==> config.mk <==
export PLATFORM = sky130hd
export DESIGN_NAME = comm_ber_align
export DESIGN_NICKNAME = d
export VERILOG_FILES = /design/src/rtl/comm_ber_align.sv
export SDC_FILE = /design/constraint.sdc
export NUM_CORES = 1
export LEC_CHECK = 0
export CORE_ASPECT_RATIO = 1.4
export CORE_MARGIN = 1
export CORE_UTILIZATION = 53
export DETAILED_ROUTE_END_ITERATION = 12
export GPL_ROUTABILITY_DRIVEN = 0
export PLACE_DENSITY = 0.77
export SYNTH_ARGS = -nofsm -noshare
export SYNTH_HDL_FRONTEND = slang
export SYNTH_SLANG_ARGS = --single-unit
==> constraint.sdc <==
create_clock -name CLK -period 4.7 [get_ports CLK]
set_input_delay 0.47 -clock CLK [delete_from_list [all_inputs] [get_ports CLK]]
set_output_delay 0.47 -clock CLK [all_outputs]
set_load 0.01 [all_outputs]
==> src/rtl/comm_ber_align.sv <==
`default_nettype none
// ============================================================================
// comm_ber_align : AD/valid delay alignment plus reference FIFO bit-error monitor
// Revision: 1.0
// ============================================================================
module comm_ber_align #(
  parameter int NCH       = 2,
  parameter int AD_W      = 8,
  parameter int SEL_W     = 4,
  parameter int DATA_DMIN = 1,
  parameter int VAL_DMIN  = 24,
  parameter int RAW_W     = 6,
  parameter int DEPTH_LG  = 5,
  parameter int CNT_W     = 32
) (
  input  logic                  CLK,
  input  logic                  RST,
  input  logic [NCH*AD_W-1:0]   ad,
  input  logic [NCH*SEL_W-1:0]  ad_delay,
  input  logic                  da_valid,
  input  logic [SEL_W-1:0]      valid_delay,
  output logic [NCH*AD_W-1:0]   ad_dl,
  output logic                  ad_valid,
  input  logic                  send_valid,
  input  logic [RAW_W-1:0]      send_raw,
  input  logic                  recv_valid,
  input  logic [RAW_W-1:0]      recv_raw,
  output logic [RAW_W-1:0]      ref_raw,
  output logic                  cmp_valid,
  output logic                  cmp_err,
  output logic [DEPTH_LG:0]     level,
  input  logic                  cnt_clear,
  output logic [CNT_W-1:0]      sym_cnt,
  output logic [CNT_W-1:0]      sym_err_cnt,
  output logic [CNT_W-1:0]      bit_err_cnt,
  output logic                  ovf,
  output logic                  udf
);

  localparam int DATA_LEN = DATA_DMIN + (1 << SEL_W) - 1;
  localparam int VAL_LEN  = VAL_DMIN + (1 << SEL_W) - 1;
  localparam int DIDX_W   = $clog2(DATA_LEN);
  localparam int VIDX_W   = $clog2(VAL_LEN);
  localparam int DEPTH    = 1 << DEPTH_LG;
  localparam int POP_W    = $clog2(RAW_W + 1);

  // Stage i holds the sample taken i+1 cycles ago, so a delay of d reads stage d-1.
  genvar k;
  generate
    for (k = 0; k < NCH; k++) begin : g_ch
      logic [AD_W-1:0]   dl_q [DATA_LEN];
      logic [AD_W-1:0]   dl_d [DATA_LEN];
      logic [DIDX_W-1:0] tap;

      always_comb begin
        dl_d[0] = ad[k*AD_W +: AD_W];
        for (int i = 1; i < DATA_LEN; i++) dl_d[i] = dl_q[i-1];
      end

      always_ff @(posedge CLK or negedge RST) begin
        if (!RST) begin
          for (int i = 0; i < DATA_LEN; i++) dl_q[i] <= '0;
        end else begin
          for (int i = 0; i < DATA_LEN; i++) dl_q[i] <= dl_d[i];
        end
      end

      assign tap = DIDX_W'(DATA_DMIN - 1) + DIDX_W'(ad_delay[k*SEL_W +: SEL_W]);
      assign ad_dl[k*AD_W +: AD_W] = dl_q[tap];
    end
  endgenerate

  logic [VAL_LEN-1:0] vl_q, vl_d;
  logic [VIDX_W-1:0]  vtap;

  assign vl_d     = {vl_q[VAL_LEN-2:0], da_valid};
  assign vtap     = VIDX_W'(VAL_DMIN - 1) + VIDX_W'(valid_delay);
  assign ad_valid = vl_q[vtap];

  always_ff @(posedge CLK or negedge RST) begin
    if (!RST) vl_q <= '0;
    else      vl_q <= vl_d;
  end

  logic [RAW_W-1:0]    mem_q [DEPTH];
  logic [RAW_W-1:0]    mem_d [DEPTH];
  logic [DEPTH_LG-1:0] wr_ptr_q, wr_ptr_d, rd_ptr_q, rd_ptr_d;
  logic [DEPTH_LG:0]   count_q, count_d;
  logic                empty, full, do_push, do_pop;
  logic [RAW_W-1:0]    head, diff;
  logic [POP_W-1:0]    popcnt;

  logic [RAW_W-1:0]    ref_raw_q, ref_raw_d;
  logic                cmp_valid_q, cmp_valid_d, cmp_err_q, cmp_err_d;
  logic [POP_W-1:0]    bit_diff_q, bit_diff_d;

  // A pop frees the slot a same-cycle push needs, so push-while-full is legal then.
  always_comb begin
    empty   = (count_q == '0);
    full    = (count_q == (DEPTH_LG+1)'(DEPTH));
    do_pop  = recv_valid && !empty;
    do_push = send_valid && (!full || do_pop);
    head    = mem_q[rd_ptr_q];
    diff    = head ^ recv_raw;

    popcnt = '0;
    for (int i = 0; i < RAW_W; i++) popcnt = popcnt + POP_W'(diff[i]);

    for (int i = 0; i < DEPTH; i++) mem_d[i] = mem_q[i];
    wr_ptr_d = wr_ptr_q;
    rd_ptr_d = rd_ptr_q;
    if (do_push) begin
      mem_d[wr_ptr_q] = send_raw;
      wr_ptr_d        = wr_ptr_q + 1'b1;
    end
    if (do_pop) rd_ptr_d = rd_ptr_q + 1'b1;

    case ({do_push, do_pop})
      2'b10:   count_d = count_q + 1'b1;
      2'b01:   count_d = count_q - 1'b1;
      default: count_d = count_q;
    endcase

    ref_raw_d   = do_pop ? head : ref_raw_q;
    cmp_valid_d = do_pop;
    cmp_err_d   = do_pop && (diff != '0);
    bit_diff_d  = do_pop ? popcnt : '0;
  end

  always_ff @(posedge CLK or negedge RST) begin
    if (!RST) begin
      for (int i = 0; i < DEPTH; i++) mem_q[i] <= '0;
      wr_ptr_q    <= '0;
      rd_ptr_q    <= '0;
      count_q     <= '0;
      ref_raw_q   <= '0;
      cmp_valid_q <= 1'b0;
      cmp_err_q   <= 1'b0;
      bit_diff_q  <= '0;
    end else begin
      for (int i = 0; i < DEPTH; i++) mem_q[i] <= mem_d[i];
      wr_ptr_q    <= wr_ptr_d;
      rd_ptr_q    <= rd_ptr_d;
      count_q     <= count_d;
      ref_raw_q   <= ref_raw_d;
      cmp_valid_q <= cmp_valid_d;
      cmp_err_q   <= cmp_err_d;
      bit_diff_q  <= bit_diff_d;
    end
  end

  function automatic logic [CNT_W-1:0] sat_add(input logic [CNT_W-1:0] a,
                                               input logic [CNT_W-1:0] b);
    logic [CNT_W:0] s;
    s = {1'b0, a} + {1'b0, b};
    return s[CNT_W] ? '1 : s[CNT_W-1:0];
  endfunction

  logic [CNT_W-1:0] sym_cnt_q, sym_cnt_d, sym_err_cnt_q, sym_err_cnt_d;
  logic [CNT_W-1:0] bit_err_cnt_q, bit_err_cnt_d;
  logic             ovf_q, ovf_d, udf_q, udf_d;

  // Clear wins over any increment or flag set landing in the same cycle.
  always_comb begin
    sym_cnt_d     = sym_cnt_q;
    sym_err_cnt_d = sym_err_cnt_q;
    bit_err_cnt_d = bit_err_cnt_q;
    ovf_d         = ovf_q | (send_valid && full && !recv_valid);
    udf_d         = udf_q | (recv_valid && empty);
    if (cmp_valid_q) begin
      sym_cnt_d     = sat_add(sym_cnt_q, CNT_W'(1));
      sym_err_cnt_d = sat_add(sym_err_cnt_q, CNT_W'(cmp_err_q));
      bit_err_cnt_d = sat_add(bit_err_cnt_q, CNT_W'(bit_diff_q));
    end
    if (cnt_clear) begin
      sym_cnt_d     = '0;
      sym_err_cnt_d = '0;
      bit_err_cnt_d = '0;
      ovf_d         = 1'b0;
      udf_d         = 1'b0;
    end
  end

  always_ff @(posedge CLK or negedge RST) begin
    if (!RST) begin
      sym_cnt_q     <= '0;
      sym_err_cnt_q <= '0;
      bit_err_cnt_q <= '0;
      ovf_q         <= 1'b0;
      udf_q         <= 1'b0;
    end else begin
      sym_cnt_q     <= sym_cnt_d;
      sym_err_cnt_q <= sym_err_cnt_d;
      bit_err_cnt_q <= bit_err_cnt_d;
      ovf_q         <= ovf_d;
      udf_q         <= udf_d;
    end
  end

  assign ref_raw     = ref_raw_q;
  assign cmp_valid   = cmp_valid_q;
  assign cmp_err     = cmp_err_q;
  assign level       = count_q;
  assign sym_cnt     = sym_cnt_q;
  assign sym_err_cnt = sym_err_cnt_q;
  assign bit_err_cnt = bit_err_cnt_q;
  assign ovf         = ovf_q;
  assign udf         = udf_q;

endmodule
`default_nettype wire
**Yosys cells after proc, flatten, opt, wreduce, memory -nomap -nowiden**

Cells that the tools add are included.

- Logic and storage cells: 148
- Output and inout port bits: 129
- Memories kept: 0
- RAM bits: 0
- Input port bits: 46
- Register bits: 612
- Bits in latches: 0
- Bits in read-only memories: 0

- Equality and inequality tests: 3
- Multipliers: 0
- Add/subtract/negate cells: 13
- $lt $le $gt $ge: 6
- Mux-type cells: 27
- Shift-type cells: 0
- Reductions and logical operators: 15
- Divide/modulo/power cells: 0
- Bitwise logic cells: 7

Operators by type and width:

| cell | count |
|---|---|
| 32-bit 2-to-1 mux | 9 |
| 192-bit bitwise mux | 1 |
| 8-bit binary-select mux with 4-bit select | 2 |
| 32-bit by 1-bit adder with 33-bit output | 1 |
| 32-bit by 1-bit adder with 33-bit output, second input constant | 1 |
| 32-bit by 3-bit adder with 33-bit output | 1 |
| 8-bit 2-to-1 mux | 4 |
| 6-bit binary-select mux with 5-bit select | 1 |
| 6-bit demux with 5-bit select | 1 |
| 6-bit 2-to-1 mux | 3 |
| 6-bit greater-or-equal comparator, second input constant | 2 |
| 5-bit inverter with 6-bit output | 2 |
| 6-bit case mux with 2 select lines | 1 |
| 5-bit by 1-bit adder with 5-bit output, second input constant | 2 |
| 5-bit greater-or-equal comparator, second input constant | 2 |
| 4-bit inverter with 5-bit output | 2 |
| 3-bit by 1-bit adder with 3-bit output | 3 |
| 1-bit logical AND | 7 |
| 6-bit by 7-bit less-than comparator with 1-bit output, second input constant | 1 |
| 5-bit by 4-bit adder with 6-bit output, first input constant | 1 |
| 6-bit by 1-bit adder with 6-bit output, second input constant | 1 |
| 1-bit binary-select mux with 6-bit select | 1 |
| 6-bit equality test, second input constant | 1 |
| 6-bit logical NOT | 1 |
| 14 further kinds | 20 |

**Longest topological paths before layout**

Gate-level depths: netlist of the first run.

- Depth after elaboration: 11
- Gate-level depth with buffers: 15
- Gate-level depth less buffers: 12

**Worst setup path after synthesis of the first run**

OpenSTA, ideal clock, no wires.

- Path type: register -> register
- Start: register rd_ptr_q[0]
- End: register bit_diff_q[1]
- Path buffers: 3
- Library setup time: 132 ps
- Data arrival time: 4199 ps
- Required time: 4568 ps
- Cell stages (with the launch flop): 15
- Setup slack: 369 ps
- Clock period less this slack: 4331 ps
- Cell sequence: dfrtp_1 > buf_2 > buf_4 > buf_2 > mux4_2 > mux4_2 > mux2i_1 > xor2_1 > inv_1 > fa_1 > fa_1 > ha_1 > inv_1 > fa_1 > nor2_1

- Cells in the longest elaborated chain, start to end: 11

RTL lines:

| element | RTL line | source |
|---|---|---|
| start, declared | 87 | `logic [DEPTH_LG-1:0] wr_ptr_q, wr_ptr_d, rd_ptr_q, rd_ptr_d;` |
| start signal, assigned | 143 | `rd_ptr_q <= rd_ptr_d;` |
| 5-bit inverter with 6-bit output (not written as such) * | 103 | `head = mem_q[rd_ptr_q];` |
| 6-bit binary-select mux with 5-bit select * | 103 |  |
| 6-bit 2-to-1 mux (not written as such) * (2 in series) | 103 |  |
| 6-bit bitwise XOR * | 104 | `diff = head ^ recv_raw;` |
| 1-bit by 1-bit adder with 2-bit output | 107 | `for (int i = 0; i < RAW_W; i++) popcnt = popcnt + POP_W'(diff[i]);` |
| 2-bit by 1-bit adder with 3-bit output | 107 |  |
| 3-bit by 1-bit adder with 3-bit output (2 in series) | 107 |  |
| 3-bit by 1-bit adder with 3-bit output * | 107 |  |
| 3-bit 2-to-1 mux * | 127 | `bit_diff_d = do_pop ? popcnt : '0;` |
| via bit_diff_d[1] | 95 | `logic [POP_W-1:0] bit_diff_q, bit_diff_d;` |
| end signal, assigned | 148 | `bit_diff_q <= bit_diff_d;` |
| end, declared | 95 |  |

Mark *: on every way through the listed nets, which the timed path passes. The rest lies on a longest branch. The select of a mux whose other input is x is not followed.
A chain may end at the register's enable or synchronous reset.

**Final worst setup path of the first run**

Ends and elaborated chain as after synthesis.

==> reports/results.tsv, run 1 <==
stage	metric	value	unit
sta	slew_violations	0	
routing	drt-total-wl	56.9	mm
worst_hold_path	worstHoldPathType	primary input to register	
clock_tree	clockBufferDepth	3	
critical_path	cp-end-kind	register	
synth	netlist_area	25300	um2
critical_path	crit_fanout	8	
floorplan	core_area	47000	um2
global_route	grt-ovfl-total	0	
sta	finalWorstSetupSlack	0.471	ns
routing	vias	15800	
sta	worst_pin_slew	1.25	ns
placed_design	hpwlAfterDp	37.5	mm
clock_tree	cts_tree	built	
sta	post-route-min-period	4.23	ns
synth	syn_avg_cell_area	14.2	um2
global_route	track_usage	0.240	
critical_path	crit_top_cell	fa_1	
power_and_ir_drop	switching_share	0.286	
power_and_ir_drop	peakVddDrop	0.378	mV
synth	synth.ff_latch_count	612	
floorplan	rows	94	
synth	synth_fp_nets	1841	
finish	syn2layout_area_growth	17.4	%
critical_path	crit_path_start_kind	register	
power_and_ir_drop	power_frac_comb	0.243	
routing	drtIter0Drc	1072	
finish	finalInstanceArea	29700	um2
global_route	grt_max_degree	132	
floorplan	ios	175	
clock_tree	cts_buffers	56	
placed_design	portBuffers	174	
synth	netlist_instances	1774	
critical_path	critPathMaxStageDelay	0.55	ns
clock_tree	cts_setup_buffers	0	
sta	hold_viol_final	0	
sta	finalSetupTns	0	ns
finish	final_cells	2604	
finish	drive_gt1_frac	0.238	
sta	min_period_over_period	0.900	
sta	rsz0062_at_grt	false	
clock_tree	cts-htree-levels	2	
floorplan	dieArea	48600	um2
critical_path	critPathSlowestCell	fa_1	
power_and_ir_drop	p_leak	12.6	nW
power_and_ir_drop	p_int	11.0	mW
sta	setup_viol	0	
routing	vias_per_cell	6.05	
routing	wl_per_cell	21.8	um
placed_design	place_ws	0.438	ns
power_and_ir_drop	seq_power_share	0.442	
clock_tree	cts_root_buffer	clkbuf_16	
global_route	grt_antenna_before_repair	1	
synth	async_flop_share	1.00	
power_and_ir_drop	powerDensity	521	nW/um2
placed_design	dp.cells	2501	
synth	synth_ff_type	dfrtp_1	
critical_path	crit_required	5.16	ns
status	outcome	finished clean	
placed_design	placed_cell_area	27700	um2
global_route	grt_pass1_vias	16600	
routing	antenna_left	0	
routing	met1Wirelength	22.7	mm
clock_tree	clk_pin_slew	0.07	ns
finish	finish.net_count	2003	
routing	drc	0	
critical_path	cp_cell_sequence	buf_4 -> mux4_2 -> mux4_2 -> mux2i_1 -> xor2_1 -> inv_1 -> fa_1 -> fa_1 -> ha_1 -> inv_1 -> fa_1 -> nor2_1	
floorplan	die_w	187	um
finish	fillers	3344	
routing	dr_wl_met3	3.53	mm
power_and_ir_drop	netSwitchingPower	4.43	mW
floorplan	start_util	0.537	
routing	drt_pre_antenna_iters	5	
synth	synth_edf_count	0	
sta	fmax	236	MHz
floorplan	die_h	260	um
synth	yosysUniqueCellTypes	66	
sta	relSlewSlack	0.164	
critical_path	path_class	register to register	
power_and_ir_drop	clkPwrFrac	0.314	
clock_tree	clock_sinks	612	
clock_tree	hold_buffers	1	
finish	antenna_cells	0	
synth	yosys_warnings	0	
sta	skew	0.0198	ns
routing	wl_met2	28.5	mm
sta	holdWs	0.321	ns
routing	top_layer	met5	
global_route	grt_pass1_wl	92.1	mm
flow_run	max_cap_violations	0	
critical_path	cp_data_arrival_time	4.69	ns
clock_tree	post_cts_resized	0	
clock_tree	insertion_delay	0.59	ns
synth	seq_area_frac_synth	0.606	
[worst paths after layout]
kind	from	end	slack [ns]	depth (start not counted)
max	rd_ptr_q[0]$_DFFE_PN0P_	bit_diff_q[1]$_DFF_PN0_	0.47	12
min	ad[0]	g_ch[0].dl_d[112]$_DFF_PN0_	0.32	1
max reg2reg	rd_ptr_q[0]$_DFFE_PN0P_	bit_diff_q[1]$_DFF_PN0_	0.47	12
min reg2reg	vl_q[1]$_DFF_PN0_	vl_q[2]$_DFF_PN0_	0.35	0
max in group asynchronous	RST	mem_q[16]$_DFFE_PN0P_	2.80	3
min in group asynchronous	RST	sym_err_cnt[28]$_DFFE_PN0P_	0.53	2
[synth_stat cells, types with 7 or more instances]
master      n  area (um2)
a31oi_1    17         106
mux2_2    201        2260
xor2_1      9        78.8
nor2_1    123         462
nand4_1    15        93.8
o21ai_0    43         215
a211oi_1   44         330
nor3_1     34         170
and3_1     16         100
and2_1     10        62.6
o211a_1     7        70.1
mux2i_1    34         340
and4_1      8        70.1
xnor2_1    14         123
a311oi_1   17         149
mux4_2    127        2860
ha_1       17         213
inv_1      28         105
buf_1      14        52.6
buf_2      12        60.1
nor4_1      7        43.8
clkbuf_1   71         267
nand3_1    54         270
nand2_1    81         304
dfrtp_1   612       15300
a21oi_1    48         240
[logic make-up (layout without fill, tap and decap cells)]
kind of cell	Yosys count	after routing	share of synthesized area
adders and majority gates	21	21	0.0116
xor gates and xnor gates	23	23	0.00797
DFF	612	612	0.606
AOI/OAI and AO/OA	240	240	0.0647
buffers and inverters	133	339	0.0212
and+or+nand+nor	383	383	0.0725
muxes	362	362	0.216
[flip-flops by register name (all words and copies together) (netlist names)]
register     count
sym_err_cnt     32
ovf              1
ref_raw          6
level            6
g_ch.dl_q       16
bit_err_cnt     32
wr_ptr_q         5
cmp_valid        1
rd_ptr_q         5
mem_q          192
udf              1
vl_q            39
cmp_err          1
bit_diff_q       3
sym_cnt         32
g_ch.dl_d      240
[power by group through the flow]
| stage | Clock, mW | Combinational [mW] | Sequential (mW) |
|---|---|---|---|
| 3_3_place_gp | 0 | 3.65 | 6.85 |
| 4_1_cts | 4.97 | 3.79 | 6.84 |
| 3_5_place_dp | 0 | 3.77 | 6.92 |
| 5_1_grt | 5.15 | 4.09 | 6.95 |
| 6_report | 4.86 | 3.76 | 6.84 |
| 2_1_floorplan | 0 | 2.73 | 6.63 |
[critical path, delay by kind of cell, from the launching register on]
family | cells | cell delay [ns]
xor+xnor | 1 | 0.22
fa+ha+maj | 4 | 1.67
buf+inv | 3 | 0.39
flops | 1 | 0.49
mux | 3 | 1.28
simple gates | 1 | 0.05
[through the flow]
stage	utilization	total power [mW]
6_report	0.631	15.5
5_1_grt	0.631	16.2
4_1_cts	0.631	15.6
3_5_place_dp	0.588	10.7
3_3_place_gp	0.588	10.5
2_1_floorplan	-	9.36
[final cells by class]
cell class	count	area, um2	share of cell area
timing repair buffer	205	2030	0.0684
sequential	612	15300	0.516
tap	624	781	0.0263
clock inverter	29	420	0.0142
inverter	32	120	0.00405
multi-input combinational	1029	9430	0.318
clock buffer	73	1580	0.0531
[routing by layer]
layer	global-route usage	vias up
met5	0	-
met4	0.0959	2
met3	0.0347	130
met2	0.406	540
met1	0.315	8209
li1	-	6886
[cells in the final DEF, fill, tap and decap left out, drive strengths merged, types with 12 or more instances in the layout]
cell type        n
ha              17
dfrtp          612
a31oi           17
clkbuf          73
xnor2           14
a21oi           49
buf             34
clkdlybuf4s50  170
mux2           201
nand2           81
mux4           127
mux2i           34
clkinv          12
a311oi          17
o21ai           44
inv             32
nand4           15
nor2           123
and3            16
a211oi          44
nand3           54
nor3            34
Note: power is estimated with default switching activity, not from simulation.
==> run 2: changes to the inputs <==
--- a/config.mk
+++ b/config.mk
@@ -11,6 +11,7 @@
 export DETAILED_ROUTE_END_ITERATION = 12
 export GPL_ROUTABILITY_DRIVEN = 0
 export PLACE_DENSITY = 0.77
+export SLEW_MARGIN = 0
 export SYNTH_ARGS = -nofsm -noshare
 export SYNTH_HDL_FRONTEND = slang
 export SYNTH_SLANG_ARGS = --single-unit
==> results of run 2 <==
Final layout, timing and power as in run 1 (identical DEF).
